==> config.mk <==
export PLATFORM = sky130hd
export DESIGN_NAME = pipeline_ctrl
export DESIGN_NICKNAME = d
export VERILOG_FILES = /design/src/rtl/cpu_types_pkg.sv /design/src/rtl/hazard_detect.sv /design/src/rtl/pipeline_ctrl.sv
export SDC_FILE = /design/constraint.sdc
export NUM_CORES = 1
export LEC_CHECK = 0
export ABC_AREA = 0
export CAP_MARGIN = 10
export CORE_AREA = 2 2 39 41
export CTS_BUF_LIST = sky130_fd_sc_hd__clkbuf_4
export DETAILED_ROUTE_END_ITERATION = 7
export DIE_AREA = 0 0 41 43
export DONT_BUFFER_PORTS = 1
export PLACE_DENSITY = 0.43
export SLEW_MARGIN = 20
export SYNTH_ARGS = -nofsm -noshare
export SYNTH_HDL_FRONTEND = slang
export SYNTH_SLANG_ARGS = --single-unit
==> constraint.sdc <==
create_clock -name CLK -period 3.15 [get_ports CLK]
set_input_delay 0.63 -clock CLK [delete_from_list [all_inputs] [get_ports CLK]]
set_output_delay 0.63 -clock CLK [all_outputs]
set_load 0.005 [all_outputs]
==> src/rtl/cpu_types_pkg.sv <==
// Shared types for the pipeline control slice: controller states and counter limits.
// Used by pipeline_ctrl and hazard_detect.
package cpu_types_pkg;

  typedef enum logic [1:0] {
    RUN   = 2'd0,
    IWAIT = 2'd1,
    DWAIT = 2'd2,
    HALT  = 2'd3
  } pipe_state_t;

  localparam int          REG_W     = 5;
  localparam int          CNT_W     = 32;
  localparam logic [31:0] STALL_MAX = 32'hFFFF_FFFF;

endpackage

==> src/rtl/hazard_detect.sv <==
// Combinational load-use detector: flags a load in ID/EX whose destination feeds the
// instruction in IF/ID. Register 0 is hardwired, so it never creates a dependency.
module hazard_detect
  import cpu_types_pkg::*;
(
  input  logic             idex_memread,
  input  logic [REG_W-1:0] idex_rt,
  input  logic [REG_W-1:0] ifid_rs,
  input  logic [REG_W-1:0] ifid_rt,
  output logic             luse
);

  assign luse = idex_memread && (idex_rt != '0) &&
                ((idex_rt == ifid_rs) || (idex_rt == ifid_rt));

endmodule

==> src/rtl/pipeline_ctrl.sv <==
// Pipeline stall/flush controller with a sticky halt state.
// Define PIPE_STALLCNT_EN to add the saturating stall_count output.
module pipeline_ctrl
  import cpu_types_pkg::*;
(
  input  logic             CLK,
  input  logic             RST,
  input  logic             ihit,
  input  logic             dhit,
  input  logic             mem_dREN,
  input  logic             mem_dWEN,
  input  logic [1:0]       mem_pcselect,
  input  logic             wb_halt,
  input  logic             idex_memread,
  input  logic [REG_W-1:0] idex_rt,
  input  logic [REG_W-1:0] ifid_rs,
  input  logic [REG_W-1:0] ifid_rt,
  output logic             pc_en,
  output logic             ifid_en,
  output logic             idex_en,
  output logic             exmem_en,
  output logic             memwb_en,
  output logic             ifid_flush,
  output logic             idex_flush,
  output logic             exmem_flush,
  output logic             halt
`ifdef PIPE_STALLCNT_EN
  ,output logic [CNT_W-1:0] stall_count
`endif
);

  pipe_state_t state, next_state;
  logic        luse;
  logic        data_wait;

  hazard_detect u_hazard (
    .idex_memread (idex_memread),
    .idex_rt      (idex_rt),
    .ifid_rs      (ifid_rs),
    .ifid_rt      (ifid_rt),
    .luse         (luse)
  );

  assign data_wait = (mem_dREN || mem_dWEN) && !dhit;

  always_ff @(posedge CLK) begin
    if (RST) state <= RUN;
    else     state <= next_state;
  end

  // Priority chain: halt, data wait, redirect, load-use, fetch wait, normal.
  always_comb begin
    pc_en       = 1'b0;
    ifid_en     = 1'b0;
    idex_en     = 1'b0;
    exmem_en    = 1'b0;
    memwb_en    = 1'b0;
    ifid_flush  = 1'b0;
    idex_flush  = 1'b0;
    exmem_flush = 1'b0;
    halt        = 1'b0;
    next_state  = state;

    if (RST) begin
      next_state = RUN;
    end else if (state == HALT || wb_halt) begin
      halt       = 1'b1;
      next_state = HALT;
    end else if (data_wait) begin
      next_state = DWAIT;
    end else begin
      pc_en      = 1'b1;
      ifid_en    = 1'b1;
      idex_en    = 1'b1;
      exmem_en   = 1'b1;
      memwb_en   = 1'b1;
      next_state = RUN;
      if (mem_pcselect != 2'b00) begin
        ifid_flush  = 1'b1;
        idex_flush  = 1'b1;
        exmem_flush = 1'b1;
      end else if (luse) begin
        // Hold PC and IF/ID, inject a bubble into ID/EX.
        pc_en      = 1'b0;
        ifid_en    = 1'b0;
        idex_flush = 1'b1;
      end else if (!ihit) begin
        pc_en      = 1'b0;
        ifid_flush = 1'b1;
        next_state = IWAIT;
      end
    end
  end

`ifdef PIPE_STALLCNT_EN
  always_ff @(posedge CLK) begin
    if (RST)
      stall_count <= '0;
    else if (!pc_en && !halt && stall_count != STALL_MAX)
      stall_count <= stall_count + 32'd1;
  end
`endif

endmodule

==> results.yml, run 1 <==
timing:
  worst_pin_slew_ns: 0.431
  rsz0062_at_grt: "false"
  setup_viol: 0
  fin_crit_sh_pct: 73.7
  slew_viol_final: 0
  hold_viol_final: 0
  max_freq_mhz: 431
  tns_ns: 0
  worst_hold_slack_ns: 0.475
  min_period_ns: 2.32
  fin_skew_ns: 0.000570
  relSlewSlack_pct: 71.2
  setup_slack_ns: 0.828
synthesis:
  synth-seq-cells: 2
  yosysMostFrequentCell: "xnor2_1"
  yosysTopAreaCell: "xnor2_1"
  netlist-cell-type-count: 19
  ys_seq_area_share_pct: 13.3
  synthTopCellsByArea: "xnor2_1 (29%), dfxtp_1 (13%), a21oi_1 (6.6%)"
  synth_edf_count: 0
  syn_area_um2: 302
  synth.yosys.warnings: 0
  ys_async_sr_fraction_pct: 0
  netlist_top_cells_count: "xnor2_1 (10), nand2_1 (5), a21oi_1 (4), nor2_1 (4), nand3_1 (3)"
  synthCells: 43
  synth_top_cell_area_share_pct: 29.0
  synthFlopType: "dfxtp_1"
  syn_nets: 68
  avgSynthCellArea_um2: 7.01
worst_setup_path:
  start_kind: "primary input"
  required_ns: 2.52
  critPathCaptureType: "primary output"
  worst-setup-path-type: "primary input to primary output"
  crit_fanout: 3
  arrival_ns: 1.69
die:
  fp-row-count: 14
  chipWidth_um: 41
  dieHeight_um: 43
  core_um2: 1380
  start_util_pct: 21.8
  io_pins: 34
  die_area_um2: 1760
detailed_routing:
  antenna_left: 0
  first_pass_iters: 4
  wire_per_inst_um: 11.8
  wl_um: 709
  vias_per_cell: 4.72
  drc: 0
  drt_iter0_markers: 5
  vias: 283
global_routing:
  grt_max_degree: 6
  antenna_found_initial: 0
  grt_pass1_wl_mm: 1.07
  grt_use_total_pct: 9.09
  grt_pass1_vias: 279
  overflow: 0
cells_and_area:
  nNetsFinal: 71
  layout-drive-gt1-share_pct: 13.6
  diodes: 0
  largest_reg_flops: 2
  regMostFlops: "state"
  reg.largest.list: "state: 2 flops"
  area_growth_pct: 9.13
  num-fill-cells: 155
placement:
  dpl.hpwl_um: 610
  place_congestion: 0.599
  pre_cts_slack_ns: 0.819
  numPortBuffers: 0
clocking:
  clock_sinks: 2
  hold_buffers: 0
  postCtsSetupBuffers: 0
  cts-htree-levels: 1
  cts.repair.resized: 0
  cts_tree: "yes"
  cts-root-buf: "clkbuf_4"
  cts_buffer_depth: 2
  clock_latency_ns: 0.22
  clkSlewWorstSetupHoldPaths_ns: 0.03
  numCtsBuffers: 3
run:
  max_cap_violations: 0
min_path:
  hp-class: "primary input to flop"
pwr:
  power_density_nw_per_um2: 351
  peakVddDrop_mv: 0.0648
  leakagePower_nw: 0.121
status:
  status: "complete, no violations"
## cells by family (layout without fill, tap and decap cells)
| group | after synthesis | in the layout | synth area share (%) |
|---|---|---|---|
| AO/OA/AOI/OAI | 11 | 11 | 24.5 |
| XOR/XNOR | 10 | 10 | 29.0 |
| buffers and inverters | 4 | 5 | 7.47 |
| flip-flops | 2 | 2 | 13.3 |
| AND/OR/NAND/NOR | 16 | 16 | 25.7 |
## area by class of cell
class                           count  area (µm²)  share of cell area [%]
Multi-Input combinational cell     37         239                    72.6
Inverter                            2        7.51                    2.28
Clock buffer                        3        22.5                    6.84
Sequential cell                     2        40.0                    12.2
Tap cell                           16        20.0                    6.08
## cell usage in the layout, fill, tap and decap left out
cell	Yosys	layout
xnor2_1	10	10
nand2_1	5	5
a21oi_1	4	4
nor2_1	4	4
nand3_1	3	3
clkbuf_4	0	3
inv_1	2	2
dfxtp_1	2	2
o21bai_1	1	1
o22ai_1	1	1
or4_1	1	1
o21ai_2	1	1
a21o_1	1	1
nor3_2	1	1
nor3_1	1	1
a211oi_2	1	1
and2_1	1	1
a31oi_1	1	1
o21ai_0	1	1
## worst paths after layout
path                                 start  endpoint  slack [ns]  depth (start not counted)
worst max-delay path            idex_rt[2]     pc_en        0.83                          4
worst min-delay path                   RST  state[1]        0.48                          1
worst max register to register    state[0]  state[0]        2.16                          4
worst min register to register    state[1]  state[1]        0.53                          2
## metrics by stage
stage / utilization [%] / power, mW / cell area (µm²) / instances
after floorplan: - / 0.0573 / 302 / 43
after global placement: 22.2 / 0.0598 / 307 / 57
after detailed placement: 22.2 / 0.0596 / 307 / 57
after CTS: 23.8 / 0.120 / 329 / 60
after global routing: 23.8 / 0.128 / 329 / 60
final: 23.8 / 0.115 / 329 / 60
## power breakdown
part	switching, mW	internal, mW	leakage (nW)
Combinational	0.0150	0.0157	0.0905
Sequential	0.000424	0.0276	0.0168
Clock	0.0145	0.0420	0.0138
Total	0.0300	0.0854	0.121
## metal layers
metal  GRT usage (%)  routed length, µm
met5               0                  0
met4            6.00                  0
met3            4.19                 83
met2            13.4                370
met1            9.81                254
## critical path, cell delays in order
cell,delay (ns)
or4_1,0.53
o21ai_2,0.20
nor3_2,0.08
a211oi_2,0.26
Power figures use the tool's default switching activity.
==> run 2: changes to the inputs <==
Clock period 3.15 ns to 2.2 ns, I/O delays scaled along.
==> results of run 2 <==
Same layout as run 1 (identical final DEF). Status: complete, no violations.
Among the figures that moved: setup slack after placement 0.819 ns -> 0.249 ns; setup slack after layout 0.828 ns -> 0.258 ns; hold slack 0.475 ns -> 0.285 ns; register-to-register setup slack 2.16 ns -> 1.21 ns; total power 0.115 mW -> 0.165 mW; worst IR drop on VDD 0.0648 mV -> 0.0928 mV
